## src/rtl/radix4_pkg.sv

```systemverilog
// radix4_pkg: shared FSM states, Booth digit encoding and step-count helper
package radix4_pkg;
    typedef enum logic [1:0] {IDLE, RUN, DONE} state_t;
    typedef enum logic [2:0] {BD_ZERO, BD_P1, BD_P2, BD_M1, BD_M2} booth_digit_t;
    function automatic int steps(input int width);
        return width / 2 + 1;
    endfunction
endpackage

```

## src/rtl/radix4_booth_enc.sv

```systemverilog
// radix4_booth_enc: recodes a 3-bit multiplier window into a radix-4 Booth digit
module radix4_booth_enc
    import radix4_pkg::*;
(
    input  logic [2:0]   window,
    output booth_digit_t digit
);
    // 011 and 100 are the only double-weight windows; the rest split on the sign bit
    always_comb digit = (window == 3'b011) ? BD_P2 :
                        (window == 3'b100) ? BD_M2 :
                        (window == 3'b000 || window == 3'b111) ? BD_ZERO :
                        window[2] ? BD_M1 : BD_P1;
endmodule

```

## src/rtl/radix4_seq_mult.sv

```systemverilog
// radix4_seq_mult: sequential radix-4 Booth multiplier retiring one digit per clock
module radix4_seq_mult
    import radix4_pkg::*;
#(
    parameter int WIDTH = 32
) (
    input  logic               clk,
    input  logic               rst,
    input  logic               start,
    input  logic               signed_mode,
    input  logic [WIDTH-1:0]   inputA,
    input  logic [WIDTH-1:0]   inputB,
    output logic [2*WIDTH-1:0] out,
    output logic               busy,
    output logic               done
);
    localparam int N  = steps(WIDTH);
    localparam int CW = $clog2(WIDTH / 2 + 2);
    localparam int AW = 2 * WIDTH + 4;

    state_t           state, state_nx;
    booth_digit_t     digit;
    logic [CW-1:0]    cnt;
    logic [WIDTH+1:0] mcand;
    logic [WIDTH+2:0] mplier;
    logic [AW-1:0]    acc;
    logic [WIDTH+2:0] ae, pp;
    logic [WIDTH+3:0] hi;
    logic             last;

    assign last = cnt == CW'(N);
    assign ae   = {mcand[WIDTH+1], mcand};

    radix4_booth_enc u_enc (
        .window(mplier[2:0]),
        .digit (digit)
    );

    // partial product: digit times the extended multiplicand
    always_comb pp = digit == BD_P1 ? ae :
                     digit == BD_P2 ? ae << 1 :
                     digit == BD_M1 ? -ae :
                     digit == BD_M2 ? -(ae << 1) : '0;

    // upper half gets two guard bits so the sum cannot wrap before the shift
    assign hi = {{2{acc[AW-1]}}, acc[AW-1:WIDTH+2]} + {pp[WIDTH+2], pp};

    // state register
    always_ff @(posedge clk) begin
        if (rst) state <= IDLE;
        else     state <= state_nx;
    end

    // next state and handshake outputs; RUN holds one extra cycle after the last step
    always_comb begin
        state_nx = state;
        busy     = state == RUN;
        done     = state == DONE;
        if (state == IDLE && start) state_nx = RUN;
        if (state == RUN && last)   state_nx = DONE;
        if (state == DONE)          state_nx = IDLE;
    end

    // operand capture, Booth steps, and product write-back
    always_ff @(posedge clk) begin
        if (rst) begin
            cnt    <= '0;
            acc    <= '0;
            mcand  <= '0;
            mplier <= '0;
            out    <= '0;
        end else if (state == IDLE && start) begin
            mcand  <= {{2{signed_mode & inputA[WIDTH-1]}}, inputA};
            mplier <= {{2{signed_mode & inputB[WIDTH-1]}}, inputB, 1'b0};
            acc    <= '0;
            cnt    <= '0;
        end else if (state == RUN && !last) begin
            acc    <= {hi, acc[WIDTH+1:2]};
            mplier <= {{2{mplier[WIDTH+2]}}, mplier[WIDTH+2:2]};
            cnt    <= cnt + CW'(1);
        end else if (state == RUN) begin
            out    <= acc[2*WIDTH-1:0];
        end
    end
endmodule

```

## config.mk

```make
export PLATFORM = sky130hd
export DESIGN_NAME = radix4_seq_mult
export DESIGN_NICKNAME = d
export VERILOG_FILES = /design/src/rtl/radix4_pkg.sv /design/src/rtl/radix4_booth_enc.sv /design/src/rtl/radix4_seq_mult.sv
export SDC_FILE = /design/constraint.sdc
export NUM_CORES = 1
export LEC_CHECK = 0
export CAP_MARGIN = 5
export CORE_ASPECT_RATIO = 2
export CORE_UTILIZATION = 40
export DETAILED_ROUTE_END_ITERATION = 6
export GPL_TIMING_DRIVEN = 0
export PLACE_DENSITY_LB_ADDON = 0.05
export SKIP_CTS_REPAIR_TIMING = 1
export SYNTH_ARGS = -nofsm -noshare
export SYNTH_HDL_FRONTEND = slang
export SYNTH_HIERARCHICAL = 1
export SYNTH_SLANG_ARGS = --single-unit
```

## constraint.sdc

```tcl
create_clock -name clk -period 10.07 [get_ports clk]
set_clock_uncertainty 0.1 [all_clocks]
set_input_delay 1.007 -clock clk [delete_from_list [all_inputs] [get_ports clk]]
set_output_delay 1.007 -clock clk [all_outputs]
set_load 0.1 [all_outputs]
```

==> results.toml <==
[final_layout]
nets = 1803
layout.cells.non_filler = 2057
synthToLayoutAreaGrowth_pct = 21.1
diodes = 0
drive_gt1_share_pct = 2.76
post-route-util_pct = 49.4

[sta]
post-route-period-util_pct = 64.5
worst_pin_slew_ns = 0.994
finalHoldViolations = 0
fmax_mhz = 154
slew_headroom_pct = 33.5
finalCriticalPeriod_ns = 6.50
tns_ns = 0
finalSetupViolations = 0
slew_viol_final = 0
rsz0062_at_grt = "false"

[clocking]
cts.sinks = 207
cts_root_buf = "clkbuf_16"
htree_levels = 1
cts_tree = "built"
insertion_delay_ns = 0.53
cts.reportedPaths.clkPinSlew_ns = 0.07
cts_inserted_buffers = 21
cts_max_path_buffers = 3

[pwr]
pwr-share-comb_pct = 20.6
p_sw_share_pct = 30.8
p_total_w = 0.00201
power.clock.fraction_pct = 36.4
ir_drop_uv = 128
seqPwrFrac_pct = 43.1
leakagePower_nw = 4.79
power.density_mw_per_mm2 = 148
p_switching_w = 0.000620
internal-power_w = 0.00139

[floorplanning]
core_area_mm2 = 0.0275
die_h_um = 239
die_x_um = 121
pin_count = 134
initial_core_util_pct = 40.8
num_rows = 86
die_area_mm2 = 0.0288

[worst_setup_path]
cp_max_fo = 10
cp-start-kind = "flip-flop"
criticalPathCategory = "reg2reg"
cp.required_ns = 10.38
cp.arrival_ns = 6.81
end_kind = "flip-flop"

[yosys]
synth-simple-area-share_pct = 25.4
synth_edf_count = 0
synth_mux_area_share_pct = 0
synth_area_mm2 = 0.0112
syn_avg_cell_area_um2 = 7.30
synthDistinctLibCells = 71
synth-async-reset-ratio_pct = 0
ys_ff_latch = 207
synth_compound_area_share_pct = 24.1
seq_area_frac_synth_pct = 36.9
syn_inst = 1541
synth_top_family_by_area = "simple AND/OR/NAND/NOR gates"
synth_warnings = 6
synth_fa_ha_area_share_pct = 4.41
synth_top_flop_cell = "dfxtp_1"
synth_xor_area_share_pct = 4.75
syn_nets = 1648

[grt]
grt_use_met1_pct = 27.0
grt_usage_pct = 26.2
grt_overflow = 0
grt_antenna_before_repair = 0
grt_max_degree = 14
met3_usage_pct = 2.65
grt_pass1_wl_um = 59000
use_met2_pct = 50.1
top_usage_layer = "met2"
grt_pass1_vias = 11000

[routing]
drtAntennaViolNets = 0
drtPass1Iterations = 5
via_per_inst = 5.53
drc = 0
drtIter0Drc = 482
routed_wl_um = 37300
vias = 11400
wl_per_cell_um = 18.1

[job]
cap_violations = 0

[placed_design]
gp_congestion = 0.965
dp_hpwl_um = 29100
dp.cells = 2025
io_buffers = 132

[worst_hold_path]
hold_class = "reg2reg"

[outcome]
status = "finished clean"
## power groups by stage
stage,logic (W),clock network [W],registers [W]
final,0.000413,0.000732,0.000866
after floorplan,0.000275,0,0.000877
after detailed placement,0.000410,0,0.000884
after global routing,0.000454,0.000781,0.000869
after global placement,0.000408,0,0.000883
after CTS,0.000412,0.000754,0.000865
## sequential cells by signal, summed over array words and instances (netlist names)
signal,count
mplier,35
cnt,5
acc,68
out,64
mcand,33
state,2
## per-layer routing
| layer | vias up | wire length (µm) | share of wire (%) |
|---|---|---|---|
| li1 | 5664 | - | - |
| met1 | 5247 | 13700 | 37 |
| met5 | - | 0 | 0 |
| met2 | 344 | 20100 | 54 |
| met3 | 115 | 1400 | 3.7 |
| met4 | 0 | 2160 | 5.8 |
## layout by cell type, fill, tap and decap left out, types with 4 or more instances in the layout
| cell | n |
|---|---|
| a311oi_1 | 34 |
| a221oi_1 | 5 |
| and3_1 | 4 |
| a22oi_1 | 16 |
| nor3_1 | 23 |
| nand2b_1 | 12 |
| nor3b_1 | 4 |
| or4_1 | 7 |
| o22ai_1 | 17 |
| a22o_1 | 16 |
| nor2b_1 | 12 |
| o211ai_1 | 7 |
| clkbuf_16 | 21 |
| o31ai_1 | 7 |
| nand4_1 | 7 |
| nand3_1 | 15 |
| o21ai_0 | 54 |
| a21o_1 | 14 |
| o21ai_1 | 8 |
| ha_1 | 38 |
| nand2_1 | 421 |
| a31oi_1 | 8 |
| nor2_1 | 128 |
| or3_1 | 7 |
| a211oi_1 | 11 |
| o21a_1 | 7 |
| xnor2_1 | 30 |
| clkdlybuf4s50_1 | 132 |
| inv_1 | 12 |
| nor4_1 | 4 |
| dfxtp_1 | 207 |
| buf_1 | 7 |
| a21oi_1 | 201 |
| xor2_1 | 31 |
| o41ai_1 | 5 |
| o21bai_1 | 4 |
| clkbuf_1 | 111 |
## metrics by stage
step / setup slack, ns / area (µm²) / hold slack (ns)
global placement: 3.69 / 13000 / 0.343
floorplan: 5.74 / 11200 / 0.332
finish: 3.57 / 13600 / 0.351
global route: 3.48 / 13600 / 0.370
detailed placement: 3.84 / 13000 / 0.346
CTS: 3.78 / 13600 / 0.355
## cell usage after synthesis (8+ instances only)
cell type  instances  area share [%]
clkbuf_1         107             3.6
a22oi_1           16             1.1
a22o_1            16             1.2
nor2b_1           12            0.67
nor2_1           128             4.3
xor2_1            31             2.4
o21ai_1            8            0.36
nand2_1          421              14
xnor2_1           30             2.3
inv_1             12            0.40
a21o_1            14            0.93
a21oi_1          201             8.9
dfxtp_1          207              37
a211oi_1          11            0.73
o22ai_1           17            0.95
nand2b_1          12            0.67
nand3_1           15            0.67
o21ai_0           54             2.4
nor3_1            23             1.0
a311oi_1          34             2.6
a31oi_1            8            0.45
ha_1              38             4.2
## path summary, 6_finish.rpt
check | slack, ns | endpoint | from | cells after the start
hold reg to reg | 0.35 | out[31]$_SDFFE_PP0P_ | out[31]$_SDFFE_PP0P_ | 2
hold / removal | 0.35 | out[31]$_SDFFE_PP0P_ | out[31]$_SDFFE_PP0P_ | 2
setup reg to reg | 3.57 | acc[66]$_SDFFE_PP0P_ | mplier[0]$_SDFFE_PP0P_ | 16
setup / recovery | 3.57 | acc[66]$_SDFFE_PP0P_ | mplier[0]$_SDFFE_PP0P_ | 16
## logic make-up (layout without fill, tap and decap cells)
logic type,count (synthesis),in the layout
and+or+nand+nor,667,667
AOI/OAI and AO/OA,437,437
DFF,207,207
buffers and inverters,130,294
xor gates and xnor gates,61,61
adders and majority gates,39,39
## area by class of cell
| type | instances | area, µm² |
|---|---|---|
| Fill cell | 2898 | 13900 |
| Tap cell | 352 | 440 |
| Timing Repair Buffer | 132 | 1320 |
| Buffer | 117 | 455 |
| Inverter | 13 | 48.8 |
| Sequential cell | 207 | 4140 |
| Multi-Input combinational cell | 1204 | 6590 |
| Clock inverter | 4 | 23.8 |
| Clock buffer | 28 | 582 |
## critical path: stages, from the launching register on
cell	delay (ns)
dfxtp_1	0.45
xor2_1	0.50
clkbuf_1	0.47
clkbuf_1	0.54
clkbuf_1	0.55
clkbuf_1	0.59
o22ai_1	0.23
ha_1	0.33
clkbuf_1	0.27
o21ai_0	0.16
o21bai_1	0.21
o211ai_1	0.22
o41a_1	0.49
o31ai_1	0.69
a211oi_1	0.20
xnor2_1	0.18
a22o_1	0.20
(Power assumes the default switching activity.)
